===== config.mk =====
export PLATFORM = sky130hd
export DESIGN_NAME = mem_rr_arbiter
export DESIGN_NICKNAME = d
export VERILOG_FILES = /design/src/rtl/mem_rr_arbiter.sv
export SDC_FILE = /design/constraint.sdc
export NUM_CORES = 1
export LEC_CHECK = 0
export ABC_AREA = 1
export BUFFER_PORTS_ARGS = -buffer_cell sky130_fd_sc_hd__buf_2
export CAP_MARGIN = 20
export CORE_AREA = 2 2 51 73
export CTS_CLUSTER_SIZE = 20
export DETAILED_ROUTE_END_ITERATION = 12
export DIE_AREA = 0 0 53 75
export SETUP_SLACK_MARGIN = 0.5
export SLEW_MARGIN = 20
export SYNTH_ARGS = -nofsm -noshare
export SYNTH_HDL_FRONTEND = slang
export SYNTH_SLANG_ARGS = --single-unit

===== constraint.sdc =====
create_clock -name clk -period 2.1 [get_ports clk]
set_clock_uncertainty 0.1 [all_clocks]
set_input_delay 0.63 -clock clk [delete_from_list [all_inputs] [get_ports clk]]
set_output_delay 0.63 -clock clk [all_outputs]
set_load 0.03 [all_outputs]

===== src/rtl/mem_rr_arbiter.sv =====
// Round-robin arbiter and sequencer sharing one single-port synchronous
// memory between NUM_REQ requesters.
//
// Handshake: a request is consumed on a cycle where req_valid[i] && req_ready[i].
// Requesters hold valid and payload until ready. req_ready is raised only in
// IDLE, combinationally, for the round-robin winner. Responses are a
// single-cycle rsp_valid pulse with no back-pressure. rsp_rdata carries the read
// data, or zero for a write acknowledge.
module mem_rr_arbiter #(
    parameter int NUM_REQ = 2,
    parameter int AW      = 4,
    parameter int DW      = 8
) (
    input  logic                  clk,
    input  logic                  rst,
    input  logic [NUM_REQ-1:0]    req_valid,
    input  logic [NUM_REQ-1:0]    req_we,
    input  logic [NUM_REQ*AW-1:0] req_addr,
    input  logic [NUM_REQ*DW-1:0] req_wdata,
    output logic [NUM_REQ-1:0]    req_ready,
    output logic [NUM_REQ-1:0]    rsp_valid,
    output logic [DW-1:0]         rsp_rdata,
    output logic                  busy,
    output logic                  mem_rst_n,
    output logic                  mem_wr_enable,
    output logic [AW-1:0]         mem_addr,
    output logic [DW-1:0]         mem_data_in,
    input  logic [DW-1:0]         mem_data_out
);

    localparam int GW = (NUM_REQ > 1) ? $clog2(NUM_REQ) : 1;

    typedef enum logic [1:0] {
        IDLE  = 2'd0,
        ISSUE = 2'd1,
        DONE  = 2'd2
    } state_t;

    state_t          state;
    logic [GW-1:0]   last_grant;
    logic [GW-1:0]   g_q;
    logic            we_q;
    logic [AW-1:0]   addr_q;
    logic [DW-1:0]   wdata_q;

    logic            grant_found;
    logic [GW-1:0]   grant_idx;

    // Round-robin search: start just after last_grant, wrap, first set bit wins.
    always_comb begin
        int cand;
        grant_found = 1'b0;
        grant_idx   = '0;
        for (int k = 1; k <= NUM_REQ; k++) begin
            cand = int'(last_grant) + k;
            if (cand >= NUM_REQ) begin
                cand = cand - NUM_REQ;
            end
            if (!grant_found && req_valid[cand]) begin
                grant_found = 1'b1;
                grant_idx   = GW'(cand);
            end
        end
    end

    // Transaction FSM: accept in IDLE, drive the memory in ISSUE, respond in DONE.
    always_ff @(posedge clk) begin
        if (rst) begin
            state      <= IDLE;
            last_grant <= GW'(NUM_REQ - 1);
            g_q        <= '0;
            we_q       <= 1'b0;
            addr_q     <= '0;
            wdata_q    <= '0;
        end else begin
            case (state)
                IDLE: begin
                    if (grant_found) begin
                        we_q       <= req_we[grant_idx];
                        addr_q     <= req_addr[int'(grant_idx)*AW +: AW];
                        wdata_q    <= req_wdata[int'(grant_idx)*DW +: DW];
                        g_q        <= grant_idx;
                        last_grant <= grant_idx;
                        state      <= ISSUE;
                    end
                end
                ISSUE:   state <= DONE;
                DONE:    state <= IDLE;
                default: state <= IDLE;
            endcase
        end
    end

    // Output decode from the registered state; everything is quiet while rst is high.
    always_comb begin
        req_ready     = '0;
        rsp_valid     = '0;
        rsp_rdata     = '0;
        busy          = 1'b0;
        mem_wr_enable = 1'b0;
        if (!rst) begin
            busy = (state != IDLE);
            if (state == IDLE && grant_found) begin
                req_ready = {{(NUM_REQ-1){1'b0}}, 1'b1} << grant_idx;
            end
            if (state == ISSUE) begin
                mem_wr_enable = we_q;
            end
            if (state == DONE) begin
                rsp_valid = {{(NUM_REQ-1){1'b0}}, 1'b1} << g_q;
                rsp_rdata = we_q ? '0 : mem_data_out;
            end
        end
    end

    assign mem_rst_n   = ~rst;
    assign mem_addr    = addr_q;
    assign mem_data_in = wdata_q;

endmodule

==> results of run 1 <==
-- flip-flops by register name, summed over array words and instances (netlist names) --
| signal | flops |
|---|---|
| last_grant | 1 |
| mem_data_in | 8 |
| state | 2 |
| we_q | 1 |
| mem_addr | 4 |
| g_q | 1 |
-- tightest hold or removal path: cells and delay by family (launching register included) --
family	cells	cell delay (ps)
DFF	1	310
and+or+nand+nor	1	60
AOI/OAI and AO/OA	1	50
-- cell usage after synthesis (all sizes together) --
master  count  area share
nor4        1      0.0065
nor3        3       0.016
a21oi      13        0.10
dfxtp      17        0.35
nand2      59        0.24
nor2        5       0.027
nand3      14       0.073
inv         5       0.022
o22ai       1       0.013
buf         8       0.069
o21ai       1       0.017
nor3b       8       0.062
-- routing by layer --
metal  up-vias  track usage  share of wire
met3         4      0.02976          0.067
li1        608            -              -
met2        47       0.3347           0.56
met4         0      0.07692          0.015
met1       551       0.1731           0.35
met5         -            0              0
-- power groups by stage --
stage / Sequential (uW) / Clock (uW) / Combinational (uW)
floorplan: 417 / 0 / 212
global placement: 377 / 0 / 333
detailed placement: 378 / 0 / 341
CTS: 373 / 252 / 371
global route: 376 / 270 / 431
finish: 373 / 245 / 398
-- through the flow --
stage | power [uW] | instance area [sq um]
detailed placement | 718.8 | 1523
global route | 1078 | 1871
floorplan | 628.9 | 1179
finish | 1016 | 1871
CTS | 995.5 | 1739
global placement | 710.7 | 1523
-- logic make-up after synthesis --
kind of cell / after synthesis / share of synthesized area
flops: 17 / 0.3528
buf+inv: 13 / 0.09079
simple gates: 90 / 0.4241
compound gates: 15 / 0.1323
-- area by class of cell --
type                            count  area, sq um  share of cell area
Clock buffer                        4        45.04             0.02408
Multi-Input combinational cell    105        721.9              0.3860
Timing Repair Buffer               89        678.2              0.3625
Inverter                            5        30.03             0.01605
Tap cell                           40        50.05             0.02676
Sequential cell                    17        345.3              0.1846
-- what timing repair did --
| action | 4_1_cts | 5_1_grt |
|---|---|---|
| endpoints found under the setup margin | 15 | 15 |
| gates resized for setup | 45 | 9 |
| gates cloned | 0 | 1 |
| pin swaps | 6 | 7 |
| setup buffers | 4 | 10 |
-- worst paths after layout --
kind,start,end,slack [ps],cells past startpoint
max,rst,busy,20,6
min reg2reg,mem_data_in[3],mem_data_in[3],370,2
min,mem_data_in[3],mem_data_in[3],370,2
max reg2reg,state[1],mem_data_in[2],730,6
==> qor.yml, run 1 <==
cts:
  htreeDepth: 1
  cts_inserted_buffers: 3
  clkLatencyLatePin_ps: 250
  cts.clk_slew.worst_paths_ps: 60
  clkSinkCount: 17
  clk_path_buf_depth: 2
  root_buffer: "clkbuf_8"
  hold_buffers: 0
  cts_tree: "done"
critical_path:
  crit_top_cell: "buf_8"
  critPathRequiredTime_ps: 1370
  worstPathMaxFanout: 5
  cp_cell_sequence: "buf_12 > buf_4 > buf_8 > buf_8 > nor2_4 > buf_6"
  cp_top_family: "buffers and inverters"
  crit_path_top_delay_cell: "buf_4"
  worst_ep_arrival_time_ps: 1350
  crit_type: "primary input to primary output"
  start_kind: "primary input"
  crit_buf_inv: 5
  max_stage_delay_ps: 130
  worstSetupEndpointType: "primary output"
die:
  coreArea_sq_mm: 0.003284
  die_x_microns: 53
  die_h_microns: 75
  start_util: 0.2937
  pin_count: 65
  rows: 25
  dieArea_sq_mm: 0.003975
finish:
  syn_to_final_growth_pct: 93.90
  nNetsFinal: 259
  drive_above_1_share: 0.5909
  layout_common_cells: "53 x nand2_1, 46 x buf_2, 21 x buf_4"
  final_common_cell: "nand2_1"
  final_cell_count_no_fill: 260
  n_antenna_cell: 0
  final_core_util: 0.5695
  n_fill_cell: 325
sta:
  final-setup-viol-count: 0
  rsz0062_at_grt: "true"
  fmax_ghz: 0.4815
  final_max_slew_viol_count: 0
  tightest_slew_ps: 223.6
  max-slew-margin-rel: 0.8497
  period_share: 0.9890
  post-route-min-period_ps: 2077
  timing.final.ws_setup_ps: 23.14
  fin_hold_ws_ps: 367.6
  hold_viol_final: 0
  finalSetupTns_ps: 0
route:
  first_iter_violations: 13
  drc: 0
  final_antenna_net_count: 0
  dr.pass1.iters: 4
  via_per_inst: 4.654
  routedWlPerCell_microns: 12.70
  vias: 1210
  finalWirelength_microns: 3303
yosys:
  netlist_instances: 135
  syn_avg_cell_area_sq_um: 7.146
  synthDistinctLibCells: 20
  seq_area_frac_synth: 0.3528
  synth_nets: 173
  yosysWarnings: 0
  syn-cell-area_sq_um: 964.7
  ys_ff_latch: 17
global_route:
  grt_max_degree: 17
  grt_overflow_total: 0
  grt_pass1_vias: 1205
  antenna_found_initial: 0
  grt_pass1_wl_microns: 5050
  grt_util_all_layers: 0.1722
power:
  clkPwrFrac: 0.241
  netSwitchingFraction: 0.3527
  power_frac_comb: 0.391
  power_leakage_uw: 0.0009257
  switchingPower_uw: 358.4
  ir_drop_uv: 411.3
  powerDensity_mw_per_mm2: 543.3
  internal_power_uw: 657.8
  pwr-share-seq: 0.367
job:
  cap_violations: 0
place:
  post-dp-hpwl_microns: 2425
  placed_cells: 241
  dp_slack_ps: -83.06
  io_buffers: 64
  place_congestion: 0.7694
hold_path:
  hold_path_class: "flop to flop"
status:
  status: "complete, no violations"
(Power assumes the default switching activity.)
==> run 2: changes to the inputs <==
--- a/config.mk
+++ b/config.mk
@@ -8,10 +8,11 @@
 export ABC_AREA = 1
 export BUFFER_PORTS_ARGS = -buffer_cell sky130_fd_sc_hd__buf_2
 export CAP_MARGIN = 20
-export CORE_AREA = 2 2 51 73
+export CORE_AREA = 2 2 43 61
 export CTS_CLUSTER_SIZE = 20
 export DETAILED_ROUTE_END_ITERATION = 12
-export DIE_AREA = 0 0 53 75
+export DIE_AREA = 0 0 45 63
+export PLACE_DENSITY = 0.81
 export SETUP_SLACK_MARGIN = 0.5
 export SLEW_MARGIN = 20
 export SYNTH_ARGS = -nofsm -noshare
==> run 2 against run 1 <==
  * Count of clock-buffer cells in the layout stayed put
  * Global-route usage is 5.8 points higher
  * Register-to-register slack better by 70 ps
  * Sequential cell count stayed put
  * Combinational power is 5% lower
  * Die area is 29% lower
  * Clock power is 29% lower
  * Critical endpoint is now rsp_rdata[5]
==> qor.yml, run 2 (synthesis results as in run 1) <==
status:
  status: "complete, no violations"
cts:
  clk_path_buf_depth: 2
  htreeDepth: 1
  cts.clk_slew.worst_paths_ps: 100
  clkSinkCount: 17
  clkLatencyLatePin_ps: 280
  cts_inserted_buffers: 3
  cts_tree: "done"
  root_buffer: "clkbuf_4"
critical_path:
  crit_path_top_delay_cell: "nor3b_4"
  cp_cell_sequence: "buf_8 > clkinvlp_4 > nand2_8 > nor3b_4 > buf_6"
  crit_type: "primary input to primary output"
  start_kind: "primary input"
  timing.rr.start: "state[1]"
  worstSetupStartpoint: "rst"
  worst_ep_arrival_time_ps: 1340
  cp_top_family: "buffers and inverters"
  crit_buf_inv: 3
  max_stage_delay_ps: 230
  critPathRequiredTime_ps: 1370
  worstSetupEndpointType: "primary output"
  worstPathMaxFanout: 8
place:
  io_buffers: 64
  dp_slack_ps: -70.60
  place_congestion: 0.7946
  post-dp-hpwl_microns: 2120
power:
  powerDensity_mw_per_mm2: 532.2
  power_leakage_uw: 0.0008649
  ir_drop_uv: 346.0
route:
  finalWirelength_microns: 3172
  first_iter_violations: 17
  drc: 0
  via_per_inst: 5.115
  routedWlPerCell_microns: 13.56
  final_antenna_net_count: 0
  vias: 1197
  dr.pass1.iters: 4
sta:
  final-setup-viol-count: 0
  finalSetupTns_ps: 0
  fmax_ghz: 0.4835
  period_share: 0.9849
  final_max_slew_viol_count: 0
  post-route-min-period_ps: 2068
  max-slew-margin-rel: 0.8426
  hold_viol_final: 0
  rsz0062_at_grt: "true"
  tightest_slew_ps: 234.1
  timing.final.ws_setup_ps: 31.65
finish:
  multi_input_area_sq_um: 721.9
  ff_latch_area_sq_um: 345.3
  n_antenna_cell: 0
  nNetsFinal: 250
  layout_common_cells: "53 x nand2_1, 46 x buf_2, 15 x dfxtp_1, 15 x buf_6"
  syn_to_final_growth_pct: 80.03
  n_fill_cell: 177
  drive_above_1_share: 0.5782
  final_common_cell: "nand2_1"
  largest_reg_flops: 8
global_route:
  grt_overflow_total: 0
  grt_pass1_vias: 1185
  antenna_found_initial: 0
  grt_max_degree: 17
  grt_util_all_layers: 0.2301
  grt_pass1_wl_microns: 4940
die:
  die_h_microns: 63
  coreArea_sq_mm: 0.002312
  pin_count: 65
  rows: 21
  start_util: 0.4172
  dieArea_sq_mm: 0.002835
  die_x_microns: 45
hold_path:
  hold_path.startpoint: "mem_data_in[2]"
  hold_path_class: "flop to flop"
job:
  cap_violations: 0
## run 2: cell count changes in the layout (fill, tap and decap cells not counted), moves of 2 or more
cell,delta
inv_2,+2
buf_4,-7
clkbuf_8,-3
clkbuf_4,+4
## run 2: area by class of cell
class,count,area share
inverter,5,0.01585
clock buffer,4,0.01513
multi-input combinational,105,0.4157
sequential,17,0.1988
timing repair buffer,80,0.3379
tap,23,0.01657
## run 2: worst paths after layout
check / slack [ps] / cells past startpoint / end
worst max-delay path: 30 / 5 / rsp_rdata[5]
worst min register to register: 370 / 2 / mem_data_in[2]
worst min-delay path: 370 / 2 / mem_data_in[2]
worst max register to register: 800 / 6 / mem_addr[2]
## run 2: metrics by stage
step                      total power [uW]    util  instances  hold WS [ps]  area, sq um
after floorplan                      628.9       -        135         355.0         1179
after global placement               703.1  0.6461        223         355.3         1494
after CTS                            915.0  0.7359        233         370.4         1702
final                                924.2  0.7511        234         366.2         1737
after detailed placement             711.8  0.6461        223         356.0         1494
after global routing                 971.2  0.7511        234         390.3         1737
## run 2: power by group
group | internal (uW) | switching [uW] | leakage [uW] | total [uW]
logic | 155 | 224 | 0.000709 | 379
clock network | 73.6 | 99.9 | 0.0000150 | 173
registers | 352 | 20.1 | 0.000141 | 372
## run 2: worst register-to-register path, cell delays in order, from the launching register on
cell and delay [ps]:
dfxtp_4 380, nor2_4 120, o21ai_4 80, buf_4 200
inv_4 150, nand2_1 90, a21oi_2 110
## run 2: what timing repair did
action                                  CTS  global route
resized for setup                        44             4
buffers inserted                          6             0
endpoints found under the setup margin   15            16
pin swaps                                 9             4
hold buffers                              0             0
gates cloned                              0             1
## run 2: routing by layer
metal	routed length, microns	share of wire	GRT usage
met1	1038	0.33	0.2236
met2	1890	0.60	0.4607
met3	169	0.053	0.02601
met4	74	0.023	0.06618
met5	0	0	0
